## src/rtl/mips_regfile_loader_pkg.sv

```systemverilog
// Shared types and default sizing for the MIPS register file loader.
package mips_regfile_loader_pkg;

  localparam int unsigned NumRegsDefault = 32;
  localparam int unsigned RegWDefault    = 5;
  localparam int unsigned DataWDefault   = 32;

  typedef enum logic [2:0] {
    StIdle,
    StLoad,
    StDumpRd,
    StDumpWait,
    StFinish
  } state_e;

endpackage

```

## src/rtl/mips_reg_index_counter.sv

```systemverilog
// Register index counter: clear, increment with wrap at NUM_REGS, last-index flag.
module mips_reg_index_counter #(
  parameter int unsigned NUM_REGS = 32,
  parameter int unsigned REG_W    = 5
) (
  input  logic             clk,
  input  logic             rst_n,
  input  logic             clr,
  input  logic             inc,
  output logic [REG_W-1:0] idx,
  output logic             last
);

  logic [REG_W-1:0] idx_q, idx_d;

  assign last = (idx_q == REG_W'(NUM_REGS - 1));
  assign idx  = idx_q;

  // Next index: clear has priority, increment wraps back to zero after the last register
  always_comb begin
    idx_d = idx_q;
    if (clr) begin
      idx_d = '0;
    end else if (inc) begin
      idx_d = last ? '0 : idx_q + 1'b1;
    end
  end

  // Index register with synchronous active-low reset
  always_ff @(posedge clk) begin
    if (!rst_n) begin
      idx_q <= '0;
    end else begin
      idx_q <= idx_d;
    end
  end

endmodule

```

## src/rtl/mips_regfile_loader.sv

```systemverilog
// Bulk loader for the MIPS register file, fed by a valid/ready word stream.
// Define MIPS_REGDUMP_EN to add the dump path that streams the file back out via read port 1.
module mips_regfile_loader
  import mips_regfile_loader_pkg::*;
#(
  parameter int unsigned NUM_REGS  = NumRegsDefault,
  parameter int unsigned REG_W     = RegWDefault,
  parameter int unsigned DATA_W    = DataWDefault,
  parameter bit          SKIP_ZERO = 1'b1
) (
  input  logic              clk,
  input  logic              rst_n,
  input  logic              start,
  input  logic [DATA_W-1:0] in_data,
  input  logic              in_valid,
  output logic              in_ready,
  output logic [REG_W-1:0]  write_reg,
  output logic [DATA_W-1:0] write_data,
  output logic              signal_reg_write,
  output logic              busy,
  output logic              done,
  input  logic              dump_start,
  output logic [REG_W-1:0]  read_reg_1,
  input  logic [DATA_W-1:0] read_data_1,
  output logic [DATA_W-1:0] out_data,
  output logic              out_valid,
  input  logic              out_ready
);

  state_e            state_q, state_d;
  logic [REG_W-1:0]  write_reg_q, write_reg_d;
  logic [DATA_W-1:0] write_data_q, write_data_d;
  logic              we_q, we_d;
  logic              done_q, done_d;
  logic              cnt_clr, cnt_inc;
  logic [REG_W-1:0]  idx;
  logic              idx_last;

`ifdef MIPS_REGDUMP_EN
  logic [DATA_W-1:0] out_data_q, out_data_d;
  logic              out_valid_q, out_valid_d;
`endif

  mips_reg_index_counter #(
    .NUM_REGS (NUM_REGS),
    .REG_W    (REG_W)
  ) u_idx (
    .clk   (clk),
    .rst_n (rst_n),
    .clr   (cnt_clr),
    .inc   (cnt_inc),
    .idx   (idx),
    .last  (idx_last)
  );

  assign in_ready         = (state_q == StLoad);
  assign busy             = (state_q != StIdle);
  assign write_reg        = write_reg_q;
  assign write_data       = write_data_q;
  assign signal_reg_write = we_q;
  assign done             = done_q;

`ifdef MIPS_REGDUMP_EN
  assign read_reg_1 = (state_q == StDumpRd) ? idx : '0;
  assign out_data   = out_data_q;
  assign out_valid  = out_valid_q;
`else
  assign read_reg_1 = '0;
  assign out_data   = '0;
  assign out_valid  = 1'b0;

  logic unused_dump;
  assign unused_dump = ^{dump_start, out_ready, read_data_1};
`endif

  // Sequencer: next state, write-port strobe and dump output staging
  always_comb begin
    state_d      = state_q;
    write_reg_d  = write_reg_q;
    write_data_d = write_data_q;
    we_d         = 1'b0;
    done_d       = 1'b0;
    cnt_clr      = 1'b0;
    cnt_inc      = 1'b0;
`ifdef MIPS_REGDUMP_EN
    out_data_d   = out_data_q;
    out_valid_d  = out_valid_q;
`endif
    unique case (state_q)
      StIdle: begin
        // start wins over a simultaneous dump_start
        if (start) begin
          state_d = StLoad;
          cnt_clr = 1'b1;
`ifdef MIPS_REGDUMP_EN
        end else if (dump_start) begin
          state_d = StDumpRd;
          cnt_clr = 1'b1;
`endif
        end
      end
      StLoad: begin
        if (in_valid) begin
          write_reg_d  = idx;
          write_data_d = in_data;
          // $zero's word is consumed but never written
          we_d         = !(SKIP_ZERO && (idx == '0));
          cnt_inc      = 1'b1;
          if (idx_last) begin
            state_d = StFinish;
          end
        end
      end
`ifdef MIPS_REGDUMP_EN
      StDumpRd: begin
        out_data_d  = read_data_1;
        out_valid_d = 1'b1;
        state_d     = StDumpWait;
      end
      StDumpWait: begin
        if (out_ready) begin
          out_valid_d = 1'b0;
          cnt_inc     = 1'b1;
          state_d     = idx_last ? StFinish : StDumpRd;
        end
      end
`endif
      StFinish: begin
        done_d  = 1'b1;
        state_d = StIdle;
      end
      default: state_d = StIdle;
    endcase
  end

  // State and registered outputs; synchronous active-low reset
  always_ff @(posedge clk) begin
    if (!rst_n) begin
      state_q      <= StIdle;
      write_reg_q  <= '0;
      write_data_q <= '0;
      we_q         <= 1'b0;
      done_q       <= 1'b0;
`ifdef MIPS_REGDUMP_EN
      out_data_q   <= '0;
      out_valid_q  <= 1'b0;
`endif
    end else begin
      state_q      <= state_d;
      write_reg_q  <= write_reg_d;
      write_data_q <= write_data_d;
      we_q         <= we_d;
      done_q       <= done_d;
`ifdef MIPS_REGDUMP_EN
      out_data_q   <= out_data_d;
      out_valid_q  <= out_valid_d;
`endif
    end
  end

endmodule

```

## config.mk

```make
export PLATFORM = sky130hd
export DESIGN_NAME = mips_regfile_loader
export DESIGN_NICKNAME = d
export VERILOG_FILES = /design/src/rtl/mips_regfile_loader_pkg.sv /design/src/rtl/mips_reg_index_counter.sv /design/src/rtl/mips_regfile_loader.sv
export SDC_FILE = /design/constraint.sdc
export NUM_CORES = 1
export LEC_CHECK = 0
export ABC_AREA = 1
export ABC_CLOCK_PERIOD_IN_PS = 1600
export CORE_MARGIN = 4
export CORE_UTILIZATION = 30
export CTS_CLUSTER_SIZE = 16
export DETAILED_ROUTE_END_ITERATION = 8
export PLACE_DENSITY = 0.74
export REMOVE_ABC_BUFFERS = 1
export SLEW_MARGIN = 20
export SYNTH_ARGS = -nofsm -noshare
export SYNTH_HDL_FRONTEND = slang
export SYNTH_SLANG_ARGS = --single-unit
```

## constraint.sdc

```tcl
create_clock -name clk -period 1.6 [get_ports clk]
set_input_delay 0.24 -clock clk [delete_from_list [all_inputs] [get_ports clk]]
set_output_delay 0.24 -clock clk [all_outputs]
set_load 0.01 [all_outputs]
```

==> flow_metrics.env, run 1 <==
export IMPL_outcome="finished, final reports clean"
export IMPL_viasPerCell=4.30
export IMPL_place_congestion=0.774
export IMPL_grt_busiest_layer="met2"
export IMPL_crit_family="simple AND/OR/NAND/NOR gates"
export IMPL_cpMostUsedCell="nor2_1"
export IMPL_overflow=0
export IMPL_grt_pass1_vias=1625
export IMPL_setup_worst_path_start_class="flop"
export IMPL_fp_row_count=29
export IMPL_use_met2_pct=19.5
export IMPL_min_period_over_period_pct=89.1
export IMPL_finalSetupViolCount=0
export IMPL_yosysMostFrequentCell="nor2_1"
export IMPL_async_reset_ff_share_pct=0
export IMPL_vdd_ir_drop_max_uv=417
export IMPL_critical_path_class="flop to flop"
export IMPL_drtPass1Iterations=4
export IMPL_synthTopCellsByArea="dfxtp_1 (46%), buf_4 (15%), nor2_1 (14%)"
export IMPL_root_buffer="clkbuf_8"
export IMPL_ys_types=22
export IMPL_slowest_stage="dfxtp_1"
export IMPL_port_buffers=76
export IMPL_wirelength_microns=4570
export IMPL_hold_class="flop to flop"
export IMPL_synth_warning_count=0
export IMPL_crit_fanout=4
export IMPL_max_freq_mhz=702
export IMPL_core_area_sq_um=6390
export IMPL_met1_usage_pct=12.9
export IMPL_cts_tree="yes"
export IMPL_path_buf_inv=2
export IMPL_ys_ff_latch=46
export IMPL_yosys_top_cells_count="nor2_1 (72), dfxtp_1 (46), buf_4 (39)"
export IMPL_post_dp_hpwl_microns=3400
export IMPL_cts_setup_buffers=0
export IMPL_period_minus_slack_ns=1.43
export IMPL_cpPeakStageDelay_ns=0.39
export IMPL_cts_buffers=5
export IMPL_die_height_microns=89.5
export IMPL_rsz0062_at_grt="false"
export IMPL_fin_skew_ns=0.00398
export IMPL_grt_max_degree=30
export IMPL_avgSynthCellArea_sq_um=7.78
export IMPL_largest_reg_flops=32
export IMPL_worstPathRequired_ns=1.78
export IMPL_cp_num_cells=9
export IMPL_drt_iter0_markers=66
export IMPL_yosys_area_top_type="dfxtp_1"
export IMPL_start_util_pct=31.2
export IMPL_rr_worst_depth=9
export IMPL_post_drt_wl_per_cell_microns=11.1
export IMPL_maxCapViolCount=0
export IMPL_htree_levels=2
export IMPL_crit_arrival_ns=1.61
export IMPL_final_nets=407
export IMPL_die_x_microns=89.5
export IMPL_insertion_delay_ns=0.28
export IMPL_ctsHoldBuffers=0
export IMPL_diodes=0
export IMPL_antenna_left=0
export IMPL_die_area_sq_um=8000
export IMPL_area_growth_pct=42.2
export IMPL_clock_sinks=46
export IMPL_drive_gt1_share_pct=6.59
export IMPL_syn_area_sq_um=1990
export IMPL_ys_seq_area_share_pct=46.3
export IMPL_ios=149
export IMPL_synth_top_area_share_pct=46.3
export IMPL_vias=1768
export IMPL_drc=0
export IMPL_synth_edf_count=0
export IMPL_power_leakage_nw=1.22
export IMPL_hold_depth=2
export IMPL_p_per_area_nw_per_um2=822
export IMPL_grt_pass1_wl_microns=7190
export IMPL_hold_viol=0
export IMPL_met3_usage_pct=4.98
export IMPL_cp_end_kind="flop"
export IMPL_fin_setup_tns_ns=0
export IMPL_syn_inst=256
export IMPL_clockBufferDepth=2
export IMPL_synth_ff_type="dfxtp_1"
export IMPL_crit_chain="ha_1 -> inv_1 -> nor3_1 -> ha_1 -> nand2_1 -> nor2_1 -> nor2_1 -> inv_1 -> nor2_1"
export IMPL_slew_viol_final=0
export IMPL_grt_usage_pct=11.4
export IMPL_antenna_found_initial=0
export IMPL_whs_ns=0.475
export IMPL_clk_pin_slew_ns=0.08
[what timing repair did]
item                       4_1_cts  5_1_grt
gates resized for setup          3        2
setup endpoints to repair        2        1
cloned                           0        0
[final timing paths]
kind                start  slack, ns           end
max          u_idx.idx[0]       0.17  u_idx.idx[2]
min          write_reg[1]       0.48  write_reg[1]
max reg2reg  u_idx.idx[0]       0.17  u_idx.idx[2]
min reg2reg  write_reg[1]       0.48  write_reg[1]
[metrics by stage]
stage	power [mW]	cell area (sq um)	setup slack (ns)	std cells	util, %
final	2.33	2830	0.175	411	44.3
after global routing	2.47	2830	0.0290	411	44.3
after CTS	2.37	2830	0.0447	411	44.2
after detailed placement	1.70	2750	0.132	404	43.0
after global placement	1.69	2750	0.145	404	43.0
after floorplan	1.42	1780	0.310	243	-
[worst register-to-register path, cell delays in order (launching register included)]
cell     delay (ns)
dfxtp_1        0.39
ha_1           0.19
inv_1          0.07
nor3_1         0.13
ha_1           0.17
nand2_1        0.08
nor2_1         0.11
nor2_1         0.06
inv_1          0.08
nor2_1         0.05
[cell families after synthesis]
| kind of cell | after synthesis | share of synthesized area (%) |
|---|---|---|
| fa+ha+maj | 3 | 1.89 |
| compound gates | 45 | 11.6 |
| simple gates | 100 | 20.4 |
| buf+inv | 61 | 19.6 |
| flops | 46 | 46.3 |
| other cells | 1 | 0.188 |
[layer usage]
layer,wire [microns],share of wire [%]
met1,1900,41
met2,2120,46
met3,535,12
met4,19,0.42
met5,0,0
[power breakdown]
group,leakage (nW),switching [mW],internal [mW]
clock network,0.0383,0.352,0.301
registers,0.377,0.0301,1.20
logic,0.805,0.207,0.231
total,1.22,0.589,1.74
[cells in the final DEF, fill, tap and decap left out, drive strengths merged]
cell type      Yosys  routed
clkdlybuf4s50      0      74
nor2              74      74
dfxtp             46      46
conb               1      38
o21ai             36      36
nand2             18      18
inv               11      11
a21oi              8       8
buf               45       8
clkbuf             5       7
nor3               5       5
ha                 3       3
nand3              2       2
nand4              1       1
o21bai             1       1
dlymetal6s2s       0       1
dlygate4sd2        0       1
[layout make-up]
type	count	area, sq um
clock buffer	7	76.3
fill	641	3560
inverter	11	41.3
multi-input combinational	186	818
sequential	46	926
tap	77	96.3
timing repair buffer	84	872
(Power assumes the default switching activity.)
==> inputs of run 2 (changes only) <==
ABC_CLOCK_PERIOD_IN_PS = not set   (was 1600)
MAX_ROUTING_LAYER = met4   (was not set)
==> flow_metrics.env, run 2 (synthesis results as in run 1) <==
export IMPL_grt_max_degree=30
export IMPL_vdd_ir_drop_max_uv=417
export IMPL_crit_start="u_idx.idx[0]"
export IMPL_crit_family="simple AND/OR/NAND/NOR gates"
export IMPL_fp_row_count=29
export IMPL_root_buffer="clkbuf_8"
export IMPL_finalSetupViolCount=0
export IMPL_min_period_over_period_pct=89.1
export IMPL_endpoint="u_idx.idx[2]"
export IMPL_hold_viol=0
export IMPL_dp_slack_ns=0.132
export IMPL_critical_path_class="flop to flop"
export IMPL_diodes=0
export IMPL_die_height_microns=89.5
export IMPL_viasPerCell=4.31
export IMPL_hold_depth=2
export IMPL_antenna_left=0
export IMPL_drc=0
export IMPL_rr_worst_depth=9
export IMPL_slew_viol_final=0
export IMPL_clockBufferDepth=2
export IMPL_drt_iter0_markers=65
export IMPL_crit_arrival_ns=1.61
export IMPL_place_congestion=0.784
export IMPL_setup_worst_path_start_class="flop"
export IMPL_fin_ws_ns=0.175
export IMPL_maxCapViolCount=0
export IMPL_rsz0062_at_grt="false"
export IMPL_overflow=0
export IMPL_grt_pass1_wl_microns=7190
export IMPL_power_total_mw=2.33
export IMPL_nFillCells=641
export IMPL_vias=1772
export IMPL_post_drt_wl_per_cell_microns=11.1
export IMPL_ios=149
export IMPL_cpMostUsedCell="nor2_1"
export IMPL_design_area_sq_um=2830
export IMPL_r2r_end="u_idx.idx[2]"
export IMPL_area_growth_pct=42.2
export IMPL_drtPass1Iterations=4
export IMPL_crit_chain="ha_1 -> inv_1 -> nor3_1 -> ha_1 -> nand2_1 -> nor2_1 -> nor2_1 -> inv_1 -> nor2_1"
export IMPL_insertion_delay_ns=0.28
export IMPL_mostFrequentLayoutCells="clkdlybuf4s50_1 (74), nor2_1 (72), dfxtp_1 (44), conb_1 (38), o21ai_0 (33)"
export IMPL_reg2reg_from="u_idx.idx[0]"
export IMPL_max_freq_mhz=702
export IMPL_htree_levels=2
export IMPL_cts_tree="yes"
export IMPL_placed_cell_area_sq_um=2750
export IMPL_port_buffers=76
export IMPL_worstPathRequired_ns=1.78
export IMPL_clock_sinks=46
export IMPL_ctsHoldBuffers=0
export IMPL_path_buf_inv=2
export IMPL_slowest_stage="dfxtp_1"
export IMPL_final_nets=407
export IMPL_fin_setup_tns_ns=0
export IMPL_power_leakage_nw=1.22
export IMPL_outcome="finished, final reports clean"
export IMPL_die_area_sq_um=8000
export IMPL_crit_fanout=4
export IMPL_whs_ns=0.475
export IMPL_wirelength_microns=4580
export IMPL_die_x_microns=89.5
export IMPL_worstHoldStart="write_reg[1]"
export IMPL_antenna_found_initial=0
export IMPL_grt_usage_pct=11.7
export IMPL_cp_end_kind="flop"
export IMPL_grt_pass1_vias=1625
export IMPL_clk_pin_slew_ns=0.08
export IMPL_p_per_area_nw_per_um2=822
export IMPL_post_dp_hpwl_microns=3400
export IMPL_drive_gt1_share_pct=6.59
export IMPL_ff2ff_setup_slack_ns=0.17
export IMPL_fin_skew_ns=0.00398
export IMPL_final_common_cell="clkdlybuf4s50_1"
export IMPL_core_area_sq_um=6390
export IMPL_start_util_pct=31.2
export IMPL_cpPeakStageDelay_ns=0.39
export IMPL_cp_num_cells=9
export IMPL_period_minus_slack_ns=1.43
export IMPL_cts_buffers=5
export IMPL_hold_class="flop to flop"
export IMPL_largest_reg_flops=32
run 2: cell counts in the layout (fill, tap and decap cells not counted):
Identical to the previous run, type by type.
run 2: timing repair:
action,in CTS,in global routing
resized for setup,3,2
endpoints found under the hold margin,0,0
setup endpoints to repair,2,1
buffers inserted,0,0
run 2: worst min-delay path by stage:
| stage | to |
|---|---|
| floorplan | write_data[0] |
| global placement | write_reg[2] |
| detailed placement | write_reg[2] |
| CTS | write_reg[2] |
| global route | write_reg[2] |
| finish | write_reg[1] |
run 2: metrics by stage:
step	utilization, %	std cells
floorplan	-	243
global placement	43.0	404
detailed placement	43.0	404
CTS	44.2	411
global route	44.3	411
finish	44.3	411
run 2: worst min-delay path, delay by kind of cell, from the launching register on:
| family | cells | cell delay [ns] |
|---|---|---|
| and+or+nand+nor | 1 | 0.06 |
| AOI/OAI and AO/OA | 1 | 0.06 |
| DFF | 1 | 0.32 |
run 2: metal layers:
metal	wire length [microns]	up-vias	global-route usage, %
met5	0	-	-
met4	19	0	3.25
met3	501	2	4.52
met2	2120	90	19.5
met1	1940	797	13.1
li1	-	883	-
run 2: area by class of cell:
cell class | instances | area, sq um | share of cell area (%)
multi-input cells | 186 | 818 | 28.9
well taps | 77 | 96.3 | 3.40
clock buffers | 7 | 76.3 | 2.70
inverters | 11 | 41.3 | 1.46
flip-flops and latches | 46 | 926 | 32.7
repair buffers | 84 | 872 | 30.8
run 2: report_power, final:
| part | switching, mW | leakage (nW) | internal [mW] |
|---|---|---|---|
| sequential | 0.0301 | 0.377 | 1.20 |
| combinational | 0.207 | 0.805 | 0.231 |
| clock | 0.352 | 0.0383 | 0.301 |
==> variant 1 (flow settings as in run 2) <==
`DataWDefault`: 32 -> 16.
--- a/src/rtl/mips_regfile_loader_pkg.sv
+++ b/src/rtl/mips_regfile_loader_pkg.sv
@@ -3,7 +3,7 @@
 
   localparam int unsigned NumRegsDefault = 32;
   localparam int unsigned RegWDefault    = 5;
-  localparam int unsigned DataWDefault   = 32;
+  localparam int unsigned DataWDefault   = 16;
 
   typedef enum logic [2:0] {
     StIdle,
Ports: changed (resized in_data, out_data, read_data_1 and write_data); port bits go from 149 to 85. The function was not compared with the original's and may differ.
==> variant 1 against run 2 <==
  * Synthesized cell count fell by 33%
  * Global-route usage down 0.92 points
  * Sequential cell count decreased by 16
  * Routed wire length is 36% lower
  * Utilization fell by 1.5 points
  * Area after synthesis is 30% lower
  * Final area shrank 33%
  * Power decreased by 33%
  * Worst setup slack worse by 0.073 ns
  * Worst hold slack got worse by 0.014 ns
  * Clock skew decreased by 0.0010 ns
==> variant 1: results (changes against run 2) <==
[place]
port_buffers=44  ; was 76
dpl.hpwl_mm=2.14  ; was 3.40 mm
place_ws_ns=0.0646  ; was 0.132 ns
place.gp.congestion=0.839  ; was 0.784

[global_route]
grt_pass1_vias=1099  ; was 1625
grt_max_degree=26  ; was 30
use_met3_pct=3.07  ; was 4.52%
grt_pass1_wl_mm=4.97  ; was 7.19 mm
met1_usage_pct=12.0  ; was 13.1%
track_usage_pct=10.8  ; was 11.7%
use_met2_pct=17.0  ; was 19.5%

[clock_network]
htreeDepth=2  ; unchanged
clk_pin_slew_ns=0.06  ; was 0.08 ns
root_buffer=clkbuf_8  ; unchanged
cts_resized=1  ; was 3
cts_buffer_depth=2  ; unchanged

[synth]
synth.yosys.warnings=0  ; unchanged
ys_top_cells_by_count=46 x nand2_1, 30 x dfxtp_1, 22 x buf_4  ; was 72 x nor2_1, 46 x dfxtp_1, 39 x buf_4
seq_area_frac_synth_pct=43.3  ; was 46.3%
synth.area.top_cells=dfxtp_1 43%, nand2_1 12%, buf_4 12%  ; was dfxtp_1 46%, buf_4 15%, nor2_1 14%
synth.distinct_cells=21  ; was 22

[setup_path]
reg2reg_from=u_idx.idx[1]  ; was u_idx.idx[0]
cpPeakStageDelay_ns=0.52  ; was 0.39 ns
r2r_slack_ns=0.18
critical_path.endpoint=busy  ; was u_idx.idx[2]
worstPathArrival_ns=1.26  ; was 1.61 ns
cp_max_fo=3  ; was 4
startpoint=state_q[2]  ; was u_idx.idx[0]
slowest_stage=clkdlybuf4s50_1  ; was dfxtp_1
reg2reg_depth=8  ; was 9
rr_endpoint=u_idx.idx[3]  ; was u_idx.idx[2]

[routing]
met1Wirelength_mm=1.29  ; was 1.94 mm
route.met3.wl_um=201  ; was 501 um
vias=1150  ; was 1772
wl_per_cell_um=10.6  ; was 11.1 um
drt_iter0_markers=55  ; was 65
first_pass_iters=2  ; was 4
wl_met2_mm=1.36  ; was 2.12 mm

[timing]
finalHoldViolations=0  ; unchanged
clock_skew_ns=0.00297  ; was 0.00398 ns
worst_slack_ns=0.101  ; was 0.175 ns

[worst_hold_path]
hold_path_end=write_data[8]  ; was write_reg[1]
hp-start=write_data[8]  ; was write_reg[1]

[power]
p_leak_nw=0.726  ; was 1.22 nW
switching_power_w=0.000378  ; was 0.000589 W
ir_drop_uv=363  ; was 417 uV

[finish]
final_nets=264  ; was 407
nFillCells=467  ; was 641
largest_reg_flops=16  ; was 32
drive_above_1_share_pct=16.1  ; was 6.59%

[run_status]
status=finished clean  ; unchanged

[variant 1: cell count changes after synthesis, sizes merged, moves of 2 or more]
cell,run 2,this run
inv,11,7
o21ai,36,1
dfxtp,46,30
nor3,5,3
buf,45,27
clkbuf,5,1
nand2,18,57
nor2,74,13
a21oi,8,24
[variant 1: cell type report]
type                    count  area (um2)  area share (%)
flip-flops and latches     30         601            31.8
repair buffers             51         492            26.0
multi-input cells         127         626            33.1
inverters                   8        30.0            1.59
well taps                  52        65.1            3.44
clock buffers               7        76.3            4.04
[variant 1: worst max-delay path, delay by kind of cell (launching register included)]
family                 cells  cell delay (ns)
AND/OR/NAND/NOR            1             0.07
flip-flops                 1             0.35
buffers and inverters      2             0.57
[variant 1: power groups by stage]
| stage | Clock (W) | Combinational, W | Sequential [W] |
|---|---|---|---|
| after floorplan | 0 | 0.0000954 | 0.000803 |
| after global placement | 0 | 0.000228 | 0.000793 |
| after detailed placement | 0 | 0.000230 | 0.000794 |
| after CTS | 0.000572 | 0.000229 | 0.000778 |
| after global routing | 0.000608 | 0.000250 | 0.000780 |
| final | 0.000547 | 0.000227 | 0.000778 |
[variant 1: kinds of logic (layout without fill, tap and decap cells)]
family          count (synthesis)  count (layout)  synth area share [%]
compound gates                 25              25                  12.0
simple gates                   77              77                  24.4
flops                          30              30                  43.3
buf+inv                        36              66                  17.3
fa+ha+maj                       3               3                  2.71
other cells                     1              22                 0.270
[variant 1: per-stage QoR]
step	area (um2)	power [W]	utilization, %	cells	hold slack, ns
after floorplan	1260	0.000898	-	165	0.379
after global placement	1810	0.00102	41.1	268	0.451
after detailed placement	1810	0.00102	41.1	268	0.455
after CTS	1890	0.00158	42.8	275	0.464
after global routing	1890	0.00164	42.8	275	0.486
final	1890	0.00155	42.8	275	0.462
==> variant 2 (flow settings as in run 2) <==
Made on the original files. Encoding of `state_e`: now one-hot (5 bits for 5 states).
--- a/src/rtl/mips_regfile_loader_pkg.sv
+++ b/src/rtl/mips_regfile_loader_pkg.sv
@@ -5,12 +5,12 @@
   localparam int unsigned RegWDefault    = 5;
   localparam int unsigned DataWDefault   = 32;
 
-  typedef enum logic [2:0] {
-    StIdle,
-    StLoad,
-    StDumpRd,
-    StDumpWait,
-    StFinish
+  typedef enum logic [4:0] {
+    StIdle     = 5'b00001,
+    StLoad     = 5'b00010,
+    StDumpRd   = 5'b00100,
+    StDumpWait = 5'b01000,
+    StFinish   = 5'b10000
   } state_e;
 
 endpackage
Function: same outputs for any inputs over 10 cycles, from zero or initial values and one cycle with rst_n low; not proved beyond that.
==> variant 2 against run 2 <==
  * Synthesized cell count increased by 1.6%
  * First-iteration DRC count increased by 58%
  * Power shrank 5.0%
  * Fmax decreased by 2.8%
  * Via count up 0.45%
  * Final area increased by 0.27%
  * Worst setup slack lost 0.042 ns
  * Clock skew rose by 0.0027 ns
  * Area after synthesis is 3.0% higher
  * Non-clock buffer count unchanged
  * Routed wire length is 4.8% higher
  * Sequential cell count rose by 1
  * Critical path type is now flop to output port
  * Largest cell class unchanged
==> variant 2: results (changes against run 2) <==
[power]
pwr-share-seq_pct=54.8  ; was 53.1%
p_leak_nw=1.25  ; was 1.22 nW
ir_drop_uv=362  ; was 417 uV
combinationalPowerShare_pct=12.9  ; was 18.8%

[global_route]
grt_pass1_wl_mm=8.00  ; was 7.19 mm
grt_max_degree=28  ; was 30
grt_pass1_vias=1755  ; was 1625

[routing]
wl_per_cell_um=11.6  ; was 11.1 um
drt_wl_total_mm=4.79  ; was 4.58 mm

[timing]
clock_skew_ns=0.00663  ; was 0.00398 ns

[place]
place.gp.congestion=0.754  ; was 0.784
place_ws_ns=0.0825  ; was 0.132 ns
placed_area_um2=2750  ; about the same
dpl.hpwl_mm=3.50  ; was 3.40 mm

[run_status]
status=finished clean  ; unchanged

[synth]
synth-compound-area-share_pct=11.1  ; was 11.6%
syn_inst=260  ; was 256
synth_xor_xnor_area_share_pct=0.427  ; was 0%
seq_area_frac_synth_pct=45.9  ; was 46.3%
ys_top_cells_by_count=73 x nor2_1, 47 x dfxtp_1, 39 x buf_4  ; was 72 x nor2_1, 46 x dfxtp_1, 39 x buf_4
synth.distinct_cells=23  ; was 22
synth.area.top_cells=dfxtp_1 46%, buf_4 14%, nor2_1 13%  ; was dfxtp_1 46%, buf_4 15%, nor2_1 14%

[setup_path]
cp_top_family=buffers and inverters  ; was simple AND/OR/NAND/NOR gates
cpPeakStageDelay_ns=0.34  ; was 0.39 ns
worstPathArrival_ns=1.23  ; was 1.61 ns
cp_max_fo=3  ; was 4

[finish]
final_nets=410  ; was 407

[variant 2: final timing paths]
kind	from	end	slack (ns)	cells after the start
max	state_q[0]	busy	0.13	4
min	state_q[0]	done	0.44	1
max reg2reg	state_q[0]	write_data[9]	0.34	7
min reg2reg	state_q[0]	done	0.44	1
[variant 2: what timing repair did]
action | in CTS | in global routing
hold buffers | 0 | 0
setup endpoints to repair | 2 | 0
gates resized for setup | 3 | 0
[variant 2: metal layers]
layer  vias to the layer above  global-route usage, %  routed length (um)
li1                        894                      -                   -
met1                       780                   13.7                2120
met2                        95                   19.5                2070
met3                        11                   4.67                 496
met4                         0                   4.21                 110
met5                         -                      -                   0
[variant 2: layout make-up]
cell class | count | area (um2) | area share, %
clock buffer | 5 | 68.8 | 2.43
clock inverter | 3 | 20.0 | 0.705
inverter | 11 | 41.3 | 1.46
multi-input combinational | 188 | 840 | 29.6
sequential | 47 | 941 | 33.2
tap | 77 | 96.3 | 3.40
timing repair buffer | 84 | 831 | 29.3
